`config.mk`:
```
export PLATFORM = sky130hd
export DESIGN_NAME = mult_seq_ctrl
export DESIGN_NICKNAME = d
export VERILOG_FILES = /design/src/rtl/mult_seq_pkg.sv /design/src/rtl/mult_seq_opsel.sv /design/src/rtl/mult_seq_ctrl.sv
export SDC_FILE = /design/constraint.sdc
export NUM_CORES = 1
export LEC_CHECK = 0
export ABC_AREA = 1
export BUFFER_PORTS_ARGS = -buffer_cell sky130_fd_sc_hd__buf_2
export CORE_MARGIN = 2
export CORE_UTILIZATION = 62
export DETAILED_ROUTE_END_ITERATION = 6
export HOLD_SLACK_MARGIN = 0.06
export PLACE_DENSITY = 0.86
export SKIP_LAST_GASP = 1
export SLEW_MARGIN = 20
export SYNTH_ARGS = -nofsm -noshare
export SYNTH_HDL_FRONTEND = slang
export SYNTH_HIERARCHICAL = 1
export SYNTH_SLANG_ARGS = --single-unit
```
`constraint.sdc`:
```
create_clock -name clk -period 4.45 [get_ports clk]
set_input_delay 1.335 -clock clk [delete_from_list [all_inputs] [get_ports clk]]
set_output_delay 1.335 -clock clk [all_outputs]
set_load 0.02 [all_outputs]
```
`src/rtl/mult_seq_pkg.sv`:
```
// mult_seq_pkg: shared constants, state encoding and pass schedule for the sequential multiplier
// Contents:
//   CORE_W     operand width of the shared combinational core
//   NUM_PASS   partial products per transaction
//   PASS_W     width of the pass counter
//   state_e    controller states, mirrored as ST_* vector constants
//   pass_cfg_t per-pass nibble selects and shift (in units of CORE_W)
//   PASS_TBL   schedule indexed by pass number
package mult_seq_pkg;

    localparam int CORE_W   = 4;
    localparam int NUM_PASS = 4;
    localparam int PASS_W   = $clog2(NUM_PASS);

    typedef enum logic [1:0] {
        IDLE = 2'd0,
        RUN  = 2'd1,
        DONE = 2'd2
    } state_e;

    localparam logic [1:0] ST_IDLE = IDLE;
    localparam logic [1:0] ST_RUN  = RUN;
    localparam logic [1:0] ST_DONE = DONE;

    // x_hi/y_hi pick the upper operand half; shift_n is the left shift in CORE_W steps
    typedef struct packed {
        logic       x_hi;
        logic       y_hi;
        logic [1:0] shift_n;
    } pass_cfg_t;

    // Entry [0] is the first pass: lo*lo, hi*lo, lo*hi, hi*hi
    localparam pass_cfg_t [NUM_PASS-1:0] PASS_TBL = {
        pass_cfg_t'{x_hi: 1'b1, y_hi: 1'b1, shift_n: 2'd2},
        pass_cfg_t'{x_hi: 1'b0, y_hi: 1'b1, shift_n: 2'd1},
        pass_cfg_t'{x_hi: 1'b1, y_hi: 1'b0, shift_n: 2'd1},
        pass_cfg_t'{x_hi: 1'b0, y_hi: 1'b0, shift_n: 2'd0}
    };

endpackage

```
`src/rtl/mult_seq_opsel.sv`:
```
// mult_seq_opsel: maps the pass number to core operands and accumulator shift
// Ports:
//   i_en     high while a transaction is running; low forces core operands to 0
//   i_pass   current pass number
//   i_a/i_b  registered transaction operands
//   o_x/o_y  operand halves for the shared core
//   o_shift  left shift applied to the core product for this pass
module mult_seq_opsel #(
    parameter int CORE_W  = mult_seq_pkg::CORE_W,
    parameter int IN_W    = 2*CORE_W,
    parameter int SHIFT_W = $clog2(IN_W) + 1
) (
    input  logic                            i_en,
    input  logic [mult_seq_pkg::PASS_W-1:0] i_pass,
    input  logic [IN_W-1:0]                 i_a,
    input  logic [IN_W-1:0]                 i_b,
    output logic [CORE_W-1:0]               o_x,
    output logic [CORE_W-1:0]               o_y,
    output logic [SHIFT_W-1:0]              o_shift
);

    import mult_seq_pkg::*;

    pass_cfg_t w_cfg;

    always_comb begin
        w_cfg   = PASS_TBL[i_pass];
        // Idle operands keep the shared core quiet outside RUN
        o_x     = !i_en ? '0 : w_cfg.x_hi ? i_a[IN_W-1 -: CORE_W] : i_a[CORE_W-1:0];
        o_y     = !i_en ? '0 : w_cfg.y_hi ? i_b[IN_W-1 -: CORE_W] : i_b[CORE_W-1:0];
        o_shift = SHIFT_W'(int'(w_cfg.shift_n) * CORE_W);
    end

endmodule

```
`src/rtl/mult_seq_ctrl.sv`:
```
// mult_seq_ctrl: valid/ready sequencer building an IN_W x IN_W product from a shared CORE_W x CORE_W core
// Ports:
//   clk, rst_n              clock and asynchronous active-low reset
//   i_in_valid/o_in_ready   request handshake, operands i_in_a, i_in_b
//   o_out_valid/i_out_ready result handshake, product o_out_p
//   o_core_x/o_core_y       operands to the external combinational core
//   i_core_o                core product, o_core_x * o_core_y in the same cycle
module mult_seq_ctrl #(
    parameter int CORE_W = mult_seq_pkg::CORE_W,
    parameter int IN_W   = 2*CORE_W
) (
    input  logic                clk,
    input  logic                rst_n,
    input  logic                i_in_valid,
    output logic                o_in_ready,
    input  logic [IN_W-1:0]     i_in_a,
    input  logic [IN_W-1:0]     i_in_b,
    output logic                o_out_valid,
    input  logic                i_out_ready,
    output logic [2*IN_W-1:0]   o_out_p,
    output logic [CORE_W-1:0]   o_core_x,
    output logic [CORE_W-1:0]   o_core_y,
    input  logic [2*CORE_W-1:0] i_core_o
);

    import mult_seq_pkg::*;

    localparam int                SHIFT_W   = $clog2(IN_W) + 1;
    localparam logic [PASS_W-1:0] LAST_PASS = PASS_W'(NUM_PASS - 1);

    if (IN_W != 2*CORE_W) begin : g_bad_width
        $error("mult_seq_ctrl: IN_W must equal 2*CORE_W");
    end

    logic [1:0]          r_state;
    logic [PASS_W-1:0]   r_pass;
    logic [IN_W-1:0]     r_a;
    logic [IN_W-1:0]     r_b;
    logic [2*IN_W-1:0]   r_acc;
    logic [2*IN_W-1:0]   r_out_p;
    logic [SHIFT_W-1:0]  w_shift;
    logic [2*IN_W-1:0]   w_acc_nxt;
    logic                w_run;
    logic                w_accept;
    logic                w_last;
    logic                w_bad_state;

    assign o_in_ready  = (r_state == ST_IDLE);
    assign o_out_valid = (r_state == ST_DONE);
    assign o_out_p     = r_out_p;
    assign w_run       = (r_state == ST_RUN);
    assign w_accept    = i_in_valid && o_in_ready;
    assign w_last      = (r_pass == LAST_PASS);
    assign w_bad_state = !(o_in_ready || w_run || o_out_valid);

    mult_seq_opsel #(
        .CORE_W  (CORE_W),
        .IN_W    (IN_W),
        .SHIFT_W (SHIFT_W)
    ) u_opsel (
        .i_en    (w_run),
        .i_pass  (r_pass),
        .i_a     (r_a),
        .i_b     (r_b),
        .o_x     (o_core_x),
        .o_y     (o_core_y),
        .o_shift (w_shift)
    );

    // The widened partial product never overflows the accumulator, so the carry-out is simply dropped
    assign w_acc_nxt = r_acc + ((2*IN_W)'(i_core_o) << w_shift);

    always_ff @(posedge clk or negedge rst_n) begin
        if (!rst_n) begin
            r_state <= ST_IDLE;
            r_pass  <= '0;
            r_a     <= '0;
            r_b     <= '0;
            r_acc   <= '0;
            r_out_p <= '0;
        end else begin
            if (w_accept) begin
                r_a     <= i_in_a;
                r_b     <= i_in_b;
                r_acc   <= '0;
                r_pass  <= '0;
                r_state <= ST_RUN;
            end
            if (w_run) begin
                r_acc  <= w_acc_nxt;
                r_pass <= r_pass + 1'b1;
                if (w_last) begin
                    r_out_p <= w_acc_nxt;
                    r_state <= ST_DONE;
                end
            end
            if ((o_out_valid && i_out_ready) || w_bad_state) begin
                r_state <= ST_IDLE;
            end
        end
    end

endmodule

```
### Yosys cells after proc, flatten, opt, wreduce, memory -nomap -nowiden

Cells that the tools add are included.

* output and inout port bits: 26
* flip-flop bits (word level): 52
* input port bits: 28
* logic and storage cells: 36

* shift-type cells: 1
* reduce and logical (&&, ||, !) cells: 9
* add/subtract/negate cells: 2
* multiplexer cells: 14
* equality and inequality tests: 3
* $lt $le $gt $ge: 1

Operators with widths (number)
* two-way mux 16 bit: 2
* two-way mux 4 bit: 5
* adder 16 bit: 1
* << shifter 8 x 4 -> 16 bit: 1
* two-way mux 2 bit: 6
* binary-select mux 4 bit (select 2 bit): 1
* equality test 2 bit, second input constant: 2
* logical OR 1 bit: 3
* less-than comparator 2 x 3 -> 1 bit, second input constant: 1
* adder 2 x 1 -> 2 bit, second input constant: 1
* equality test 2 x 1 -> 1 bit, second input constant: 1
* logical AND 1 bit: 2
* logical NOT 2 bit: 1
* AND reduction 2 bit: 1
* nonzero test 2 bit: 1
* logical NOT 1 bit: 1

### Logic depth before layout (Yosys ltp)

Gate-level depths: netlist of run 1.

* depth in word-level cells: 6
* depth in mapped cells: 20
* gate-level depth less buffers: 18

### Cells and area by module

The synthesis of run 1 kept the hierarchy.

Modules (own cells, without submodules)
* mult_seq_ctrl: sequential area each 1301.2 µm², instances 1, cells each 402, area an instance 3206.8 µm²
* mult_seq_opsel: sequential area each 0.0 µm², instances 1, cells each 47, area an instance 231.5 µm²

### Least setup slack after synthesis of run 1

Ideal clock, no wire load.

* path kind: input to register
* start: in i_core_o[4]
* end: reg r_out_p[8], in the netlist o_out_p[8]
* data required time: 4.331 ns
* arrival: 3.001 ns
* buffers on the path: 0
* library setup time: 0.119 ns
* stages on the path: 17
* slack: 1.330 ns
* cell sequence: or2_1 o21ai_1 nand2_1 o21ai_1 nand2_1 o21ai_1 nor2_1 ha_1 nand2_1 inv_2 nand3_1 nand2_2 nand2_1 nand2_1 or2_1 nand3_1 nand2_1

* word-level cells in the longest chain between the ends: 2

RTL lines
* start, declared: RTL line mult_seq_ctrl.sv:23 `input logic [2*CORE_W-1:0] i_core_o`
* << shifter 8 x 4 -> 16 bit: RTL line mult_seq_ctrl.sv:71 `assign w_acc_nxt = r_acc + ((2*IN_W)'(i_core_o) << w_shift);`
* adder 16 bit: RTL line mult_seq_ctrl.sv:71
* end signal, assigned: RTL line mult_seq_ctrl.sv:93 `r_out_p <= w_acc_nxt;`
* end, declared: RTL line mult_seq_ctrl.sv:40 `logic [2*IN_W-1:0] r_out_p;`

Every way passes these cells.
A chain may end at the register's enable or synchronous reset.

### Final worst setup path of run 1

* start: in i_core_o[4]
* end: reg r_out_p[15], in the netlist o_out_p[15]

Same word-level chain as after synthesis.

==> results of run 1 <==
## per-layer routing
layer,up-vias,track usage (%),share of wire [%]
li1,1560,-,-
met1,1444,36.60,44
met2,86,47.67,50
met3,13,3.908,5.0
met4,0,8.070,1.5
met5,-,0,0
## layout make-up
class / instances / area (sq um)
Clock buffer: 6 / 82.58
Clock inverter: 2 / 38.79
Fill cell: 456 / 1609
Inverter: 43 / 166.4
Multi-Input combinational cell: 342 / 1863
Sequential cell: 52 / 1301
Tap cell: 72 / 90.09
Timing Repair Buffer: 56 / 287.8
## worst max-delay path: stages
cell and delay, ps:
buf_2 100, or2_1 200, o21ai_1 110, nand2_1 70, o21ai_1 100, nand2_1 60
o21ai_1 130, nor2_1 70, ha_1 370, nand2_1 110, nor2_1 90, nand3_1 140
nand2_1 160, nand2_1 70, nand2_1 90, nand3_1 100, nand3_1 90, nand2_1 60
## power groups by stage
stage / Sequential (uW) / Clock, uW / Combinational (uW)
final: 871 / 347 / 2320
after global routing: 896 / 367 / 2600
after CTS: 868 / 349 / 2300
after detailed placement: 875 / 0 / 2300
after global placement: 861 / 0 / 2220
after floorplan: 904 / 0 / 1730
## per-stage QoR
step	total power, uW	hold slack (ps)	std cells
2_1_floorplan	2634	455.5	450
3_3_place_gp	3082	461.1	565
3_5_place_dp	3171	459.5	565
4_1_cts	3521	489.4	573
5_1_grt	3860	516.6	573
6_report	3535	486.9	573
## sequential cells by signal, summed over array words and instances (netlist names)
name	cells
r_acc	16
r_pass	2
r_b	8
o_out_p	16
r_state	2
r_a	8
## cells by family after synthesis
family | Yosys count | share of synthesized area (%)
mux | 17 | 5.531
other cells | 1 | 0.1091
simple gates | 247 | 31.30
flops | 52 | 37.85
compound gates | 52 | 8.843
fa+ha+maj | 18 | 6.768
buf+inv | 56 | 8.078
xor+xnor | 6 | 1.529
## worst max-delay path by stage
| stage | start | to | slack, ps | depth (start not counted) |
|---|---|---|---|---|
| floorplan | i_core_o[4] | o_out_p[8] | 1330 | 17 |
| finish | i_core_o[4] | o_out_p[15] | 1190 | 18 |
| detailed placement | i_core_o[4] | o_out_p[15] | 920 | 18 |
| global placement | i_core_o[4] | o_out_p[15] | 980 | 18 |
| CTS | i_core_o[4] | o_out_p[15] | 1230 | 18 |
| global route | i_core_o[4] | o_out_p[15] | 890 | 18 |
## cell usage in the layout (no fill, tap or decap), types with 4 or more instances in the layout
cell and count:
inv_1 32, mux2_2 6, mux2_1 10, ha_1 17, inv_2 9, nand2_1 142, clkbuf_8 6, nor2_1 38
nand3_2 5, buf_2 53, nand3_1 33, o21ai_1 15, dfrtp_1 52, nor2_2 4, a21oi_1 12, o21ai_0 11
nand2_2 12
==> results.cfg, run 1 <==
[pwr]
power.share.sequential_pct = 24.6
p_comb_share_pct = 65.5
p_clk_share_pct = 9.8
powerDensity_mw_per_mm2 = 922.9
power.internal_uw = 1704
ir_drop_v = 0.0005740
p_leak_uw = 0.002078
p_sw_uw = 1830
swShare_pct = 51.79

[worst_hold_path]
hold_path_end = o_out_p[9]
hold-path-cell-count = 2
min_from = o_out_p[9]
hp-class = reg -> reg

[sta]
relSlewSlack_pct = 47.31
drv_slew = 0
hold_violations = 0
period_needed_ps = 3261
timing.fmax_mhz = 306.7
worst_pin_slew_ps = 790.3
clock_skew_ps = 6.911
layout_setup_ws_ps = 1189
fin_crit_sh_pct = 73.28
fin_tns_setup_ps = 0
setup_violations = 0
grt_setup_unrepaired = no

[synthesis]
synth-main-ff-cell = dfrtp_1
synth_edf_count = 0
ys_warn_count = 6
synthCells = 449
synth_common_cells = 142 x nand2_1, 52 x dfrtp_1, 38 x nor2_1
synth_area_per_cell_sq_um = 7.658
yosysMostFrequentCell = nand2_1
synth_largest_area_cell = dfrtp_1
ys_seq_area_share_pct = 37.85
async_reset_ff_share_pct = 100.0
synth_top_area_share_pct = 37.85
ys_seq_elements = 52
synth_area_leaders = dfrtp_1 38%, nand2_1 16%, ha_1 6.2%, nand3_1 4.8%, nor2_1 4.1%
synth.distinct_cells = 40
synth_area_sq_mm = 0.003438

[critical_path]
critPathMaxFanout = 4
startpoint_type = input port
critPathRequiredTime_ps = 4650
arrival_ps = 3460
reg2regPathDepth = 12
reg2reg_setup_slack_ps = 1240
critPathCaptureType = flop
reg2reg_to = o_out_p[10]
critPathKind = in -> reg
reg2reg_from = r_pass[0]

[clocking]
holdBufCountCts = 0
cts_tree = yes
cts_buffers = 5
path_clk_slew_ps = 100
clock_latency_ps = 310
cts_num_sinks = 52
cts-root-buf = clkbuf_8
cts_max_path_buffers = 2
cts-resized-gates = 0
htreeDepth = 2
post_cts.repair.setup_buffers = 0

[placement]
hpwl_microns = 6252
place_congestion = 1.060
port_buffers = 53
dpl_worst_slack_ps = 915.4
place_area_sq_mm = 0.003709

[floorplan]
rows = 27
die_area_sq_mm = 0.006158
coreArea_sq_mm = 0.005439
num_io_pins = 54
initial_core_util_pct = 63.22
fp.dieH_microns = 78.47
die_w_microns = 78.47

[detailed_routing]
wire_per_inst_microns = 14.10
drt_iter0_drc = 188
wirelength_microns = 8077
drcViolationCount = 0
num_vias = 3103
drt_pre_antenna_iters = 4
ant_nets = 0
viasPerCell = 5.415

[layout]
antenna-diode-count = 0
final_util_pct = 70.42
stdcell_area_sq_mm = 0.003830
nNetsFinal = 546
drive_above_1_share_pct = 21.16
area_growth_pct = 11.39

[global_routing]
antenna_found_initial = 0
grt_max_degree = 37
track_usage_pct = 27.71
grt.overflow.total = 0
first_global_vias = 2997
grt_pass1_wl_microns = 13550

[run]
drv_cap = 0

[status]
status = finished, final reports clean
Power figures use the tool's default switching activity.
==> inputs of run 2 (changes only) <==
--- a/config.mk
+++ b/config.mk
@@ -8,10 +8,10 @@
 export ABC_AREA = 1
 export BUFFER_PORTS_ARGS = -buffer_cell sky130_fd_sc_hd__buf_2
 export CORE_MARGIN = 2
-export CORE_UTILIZATION = 62
+export CORE_UTILIZATION = 57
 export DETAILED_ROUTE_END_ITERATION = 6
 export HOLD_SLACK_MARGIN = 0.06
-export PLACE_DENSITY = 0.86
+export PLACE_DENSITY = 0.8
 export SKIP_LAST_GASP = 1
 export SLEW_MARGIN = 20
 export SYNTH_ARGS = -nofsm -noshare
==> constraint.sdc (replaced) <==
create_clock -name clk -period 3.3 [get_ports clk]
set_input_delay 0.99 -clock clk [delete_from_list [all_inputs] [get_ports clk]]
set_output_delay 0.99 -clock clk [all_outputs]
set_load 0.02 [all_outputs]
==> run 2 against run 1 <==
  * Non-clock buffer count increased by 5
  * Setup slack got worse by 800 ps
  * Sequential cell count stayed put
  * Sequential power up 30%
  * Clock skew about the same
  * Largest power group unchanged
  * Utilization is 4.6 points lower
  * Global-route usage decreased by 2.2 points
  * First-iteration DRC count is 19% lower
==> results.cfg, run 2 (synthesis gave the netlist of run 1 again) <==
[layout]
antenna-diode-count = 0
fill_cells = 543
area_growth_pct = 12.59
regArea_sq_mm = 0.001301
stdcell_area_sq_mm = 0.003871
final_common_cell = nand2_1
mostFrequentLayoutCells = 142 x nand2_1, 53 x buf_2, 52 x dfrtp_1, 38 x nor2_1, 33 x nand3_1
multi_input_area_sq_mm = 0.001863
drive_above_1_share_pct = 21.94
nNetsFinal = 551

[clocking]
cts-root-buf = clkbuf_8
post_cts.repair.setup_buffers = 0
htreeDepth = 2
cts_max_path_buffers = 2
clock_latency_ps = 310
holdBufCountCts = 0
cts_num_sinks = 52
cts_tree = yes
cts-resized-gates = 0
cts_buffers = 5
path_clk_slew_ps = 100

[status]
status = finished, final reports clean

[detailed_routing]
drt_iter0_drc = 152
drcViolationCount = 0
drt_pre_antenna_iters = 5
wirelength_microns = 7940
wire_per_inst_microns = 13.67
num_vias = 3077
ant_nets = 0
viasPerCell = 5.296

[global_routing]
track_usage_pct = 25.48
grt_pass1_wl_microns = 13110
antenna_found_initial = 0
grt_max_degree = 29
grt.overflow.total = 0
first_global_vias = 2887

[pwr]
p_sw_uw = 2451
ir_drop_v = 0.0006434
swShare_pct = 51.25
power.share.sequential_pct = 23.7
power_uw = 4782
p_comb_share_pct = 66.4
p_leak_uw = 0.002102
power.internal_uw = 2331
p_clk_share_pct = 9.9
powerDensity_mw_per_mm2 = 1235

[critical_path]
critPathMaxFanout = 4
arrival_ps = 3110
critPathCaptureType = flop
critPathRequiredTime_ps = 3510
startpoint_type = input port
critPathKind = in -> reg

[sta]
hold_violations = 0
drv_slew = 0
holdWs_ps = 482.5
grt_setup_unrepaired = no
timing.fmax_mhz = 343.8
clock_skew_ps = 7.390
fin_tns_setup_ps = 0
setup_violations = 0
relSlewSlack_pct = 60.47
layout_setup_ws_ps = 391.1
period_needed_ps = 2909
fin_crit_sh_pct = 88.15
worst_pin_slew_ps = 592.9

[floorplan]
num_io_pins = 54
rows = 28
die_area_sq_mm = 0.006669
fp.dieH_microns = 81.67
initial_core_util_pct = 58.42
coreArea_sq_mm = 0.005886
die_w_microns = 81.67

[worst_hold_path]
hp-class = reg -> reg

[run]
drv_cap = 0

[placement]
place_area_sq_mm = 0.003750
place_congestion = 0.9136
port_buffers = 53
dpl_worst_slack_ps = 106.3
hpwl_microns = 6305
run 2: per-layer routing:
layer  up-vias  GRT usage [%]  share of wire [%]
met5         -              0                  0
met4         0          8.000                1.7
met3        14          3.736                5.1
met2        93          44.02                 48
met1      1411          33.05                 45
li1       1559              -                  -
run 2: worst max-delay path: stages:
cell and delay (ps):
buf_2 100, or2_1 200, o21ai_1 100, nand2_1 70, o21ai_1 130, nand2_1 80, o21ai_1 110, nor2_1 90
ha_1 360, nand2_1 100, nor2_1 90, nand3_1 120, nand2_1 140, nand2_1 90, nand2_1 110, nand3_1 100
nand3_1 90, nand2_1 60
run 2: per-stage QoR:
step / utilization (%) / instances
4_1_cts: 65.77 / 581
3_5_place_dp: 63.71 / 573
2_1_floorplan: - / 450
5_1_grt: 65.77 / 581
3_3_place_gp: 63.71 / 573
6_report: 65.77 / 581
run 2: path summary, 6_finish.rpt:
kind / cells past startpoint / to / slack (ps) / from
setup / recovery: 18 / o_out_p[15] / 390 / i_core_o[4]
hold reg to reg: 2 / o_out_p[9] / 480 / o_out_p[9]
hold / removal: 2 / o_out_p[9] / 480 / o_out_p[9]
max in group asynchronous: 2 / r_acc[14] / 2010 / rst_n
setup reg to reg: 12 / o_out_p[10] / 470 / r_pass[1]
min in group asynchronous: 1 / o_out_p[0] / 670 / rst_n
run 2: layout make-up:
type | instances | share of cell area [%]
clock buffer | 6 | 2.133
clock inverter | 2 | 1.002
inverter | 43 | 4.299
multi-input combinational | 342 | 48.13
sequential | 52 | 33.61
tap | 75 | 2.424
timing repair buffer | 61 | 8.403
run 2: power by group through the flow:
| stage | Clock [uW] | Combinational, uW | Sequential [uW] |
|---|---|---|---|
| floorplan | 0 | 2330 | 1220 |
| global placement | 0 | 3100 | 1130 |
| detailed placement | 0 | 3160 | 1140 |
| CTS | 480 | 3160 | 1130 |
| global route | 509 | 3570 | 1170 |
| finish | 475 | 3180 | 1130 |
==> inputs of run 3 (changes only) <==
--- a/config.mk
+++ b/config.mk
@@ -11,10 +11,9 @@
 export CORE_UTILIZATION = 57
 export DETAILED_ROUTE_END_ITERATION = 6
 export HOLD_SLACK_MARGIN = 0.06
-export PLACE_DENSITY = 0.8
+export PLACE_DENSITY = 0.81
 export SKIP_LAST_GASP = 1
 export SLEW_MARGIN = 20
 export SYNTH_ARGS = -nofsm -noshare
 export SYNTH_HDL_FRONTEND = slang
-export SYNTH_HIERARCHICAL = 1
 export SYNTH_SLANG_ARGS = --single-unit
==> run 3 against run 2 <==
  * First-iteration DRC count rose by 40%
  * Synthesized cell count fell by 5.3%
  * Fmax fell by 1.7%
  * Via count fell by 8.7%
  * Largest cell class unchanged
  * Non-clock buffer count fell by 5
  * Utilization rose by 0.41 points
  * Setup slack got worse by 49 ps
  * Cell area fell by 6.4%
  * Wire length fell by 6.0%
  * Clock-buffer cell count fell by 1
  * Highest routed layer unchanged
  * Area after synthesis fell by 6.4%
  * Cell count fell by 5.0%
==> results.cfg, run 3 <==
[clocking]
holdBufCountCts = 0
clock_latency_ps = 320
cts_max_path_buffers = 2
htreeDepth = 2
cts_num_sinks = 52
path_clk_slew_ps = 100
cts_tree = yes
cts-resized-gates = 0
cts-root-buf = clkbuf_8
cts_buffers = 5
post_cts.repair.setup_buffers = 0

[sta]
timing.fmax_mhz = 338.1
fin_tns_setup_ps = 0
grt_setup_unrepaired = no
clock_skew_ps = 10.46
fin_crit_sh_pct = 89.64
setup_violations = 0
hold_violations = 0
relSlewSlack_pct = 68.59
worst_pin_slew_ps = 471.2
drv_slew = 0
period_needed_ps = 2958

[layout]
area_growth_pct = 12.51
mostFrequentLayoutCells = 168 x nand2_1, 53 x buf_2, 52 x inv_1, 52 x dfrtp_1, 28 x nand3_1
antenna-diode-count = 0
final_common_cell = nand2_1
nNetsFinal = 524
drive_above_1_share_pct = 18.54

[critical_path]
startpoint_type = flop
critPathRequiredTime_ps = 3510
reg2reg_setup_slack_ps = 340
slowest_delay_ps = 520
reg2regPathDepth = 14
critPathMaxFanout = 13
crit_buf_inv = 1
path_cells = ha_1 > inv_1 > nand2_1 > nor2_1 > ha_1 > fa_1 > nand2_1 > nand2_1 > nand3b_1 > nand2_1 > nand2_1 > nand3_1 > nand3_1 > nand2_1
critPathKind = reg -> reg
reg2reg_to = r_acc[14]
critPathCaptureType = flop
arrival_ps = 3170
crit_family = adder cells
crit_top_cell = nand2_1
reg2reg_from = r_pass[0]
cp_slowest_cell = ha_1

[synthesis]
synth_largest_area_cell = dfrtp_1
synth.distinct_cells = 30
yosysMostFrequentCell = nand2_1
synth_nets = 470
async_reset_ff_share_pct = 100.0
synth_edf_count = 0
synth-main-ff-cell = dfrtp_1
synthCells = 425
ys_warn_count = 0
synth_area_per_cell_sq_um = 7.575
ys_seq_area_share_pct = 40.42
synth_common_cells = 168 x nand2_1, 52 x dfrtp_1, 52 x inv_1
synth_area_sq_mm = 0.003219
synth_top_area_share_pct = 40.42
ys_seq_elements = 52
synth_area_leaders = dfrtp_1 40%, nand2_1 20%, ha_1 6.2%, inv_1 6.1%, mux2_4 4.7%

[floorplan]
fp.dieH_microns = 79.15
rows = 27
num_io_pins = 54
die_area_sq_mm = 0.006265
coreArea_sq_mm = 0.005473
initial_core_util_pct = 58.82
die_w_microns = 79.15

[global_routing]
antenna_found_initial = 0
grt_max_degree = 23
grt.overflow.total = 0
first_global_vias = 2727
grt_pass1_wl_microns = 12380
track_usage_pct = 25.27

[detailed_routing]
wire_per_inst_microns = 13.53
wirelength_microns = 7466
num_vias = 2810
drt_iter0_drc = 213
drcViolationCount = 0
drt_pre_antenna_iters = 5
ant_nets = 0
viasPerCell = 5.091

[worst_hold_path]
min_from = o_out_p[5]
hold_path_end = o_out_p[5]
hp-class = reg -> reg
hold-path-cell-count = 2

[status]
status = finished, final reports clean

[placement]
port_buffers = 53
hpwl_microns = 5502
place_congestion = 0.9284

[run]
drv_cap = 0
==> run 3: layer usage <==
metal | track usage (%) | wire (microns) | share of wire (%)
met2 | 44.32 | 3710 | 50
met3 | 3.750 | 353 | 4.7
met4 | 5.862 | 60 | 0.80
met1 | 32.99 | 3341 | 45
met5 | 0 | 0 | 0
==> run 3: cell families after synthesis <==
family	count (synthesis)	synth area share (%)
flops	52	40.42
mux	16	6.762
compound gates	35	5.635
simple gates	236	30.59
xor+xnor	4	1.088
buf+inv	65	8.666
fa+ha+maj	17	6.840
==> run 3: worst max path at each step <==
stage / from / endpoint / slack [ps] / cells past startpoint
floorplan: i_core_o[0] / r_acc[8] / 890 / 12
global placement: r_pass[1] / o_out_p[14] / 470 / 14
detailed placement: r_pass[0] / o_out_p[14] / 420 / 14
CTS: r_pass[0] / o_out_p[14] / 400 / 14
global route: r_pass[0] / r_acc[6] / 160 / 13
finish: r_pass[0] / r_acc[14] / 340 / 14
==> run 3: layout make-up <==
cell class / count / area [sq um]
Clock buffer: 5 / 68.82
Tap cell: 72 / 90.09
Timing Repair Buffer: 56 / 287.8
Multi-Input combinational cell: 308 / 1639
Sequential cell: 52 / 1301
Inverter: 56 / 210.2
Clock inverter: 3 / 25.02
Fill cell: 502 / 1851
==> run 3: worst min-delay path, delay by kind of cell, from the launching register on <==
family | cells | cell delay [ps]
flops | 1 | 350
simple gates | 2 | 100
==> run 3: stage by stage <==
stage | std cells | util [%] | setup slack (ps) | hold slack, ps | instance area, sq um
4_1_cts | 552 | 66.19 | 395.1 | 486.6 | 3622
3_3_place_gp | 544 | 64.47 | 469.6 | 455.0 | 3528
2_1_floorplan | 425 | - | 894.4 | 455.5 | 3219
6_report | 552 | 66.19 | 342.0 | 481.3 | 3622
3_5_place_dp | 544 | 64.47 | 418.3 | 459.9 | 3528
5_1_grt | 552 | 66.19 | 160.6 | 505.0 | 3622
Power of run 3 is left out: the tool's default activity adds up to more than one toggle a clock period on the data nets, which glitch-free logic cannot reach.
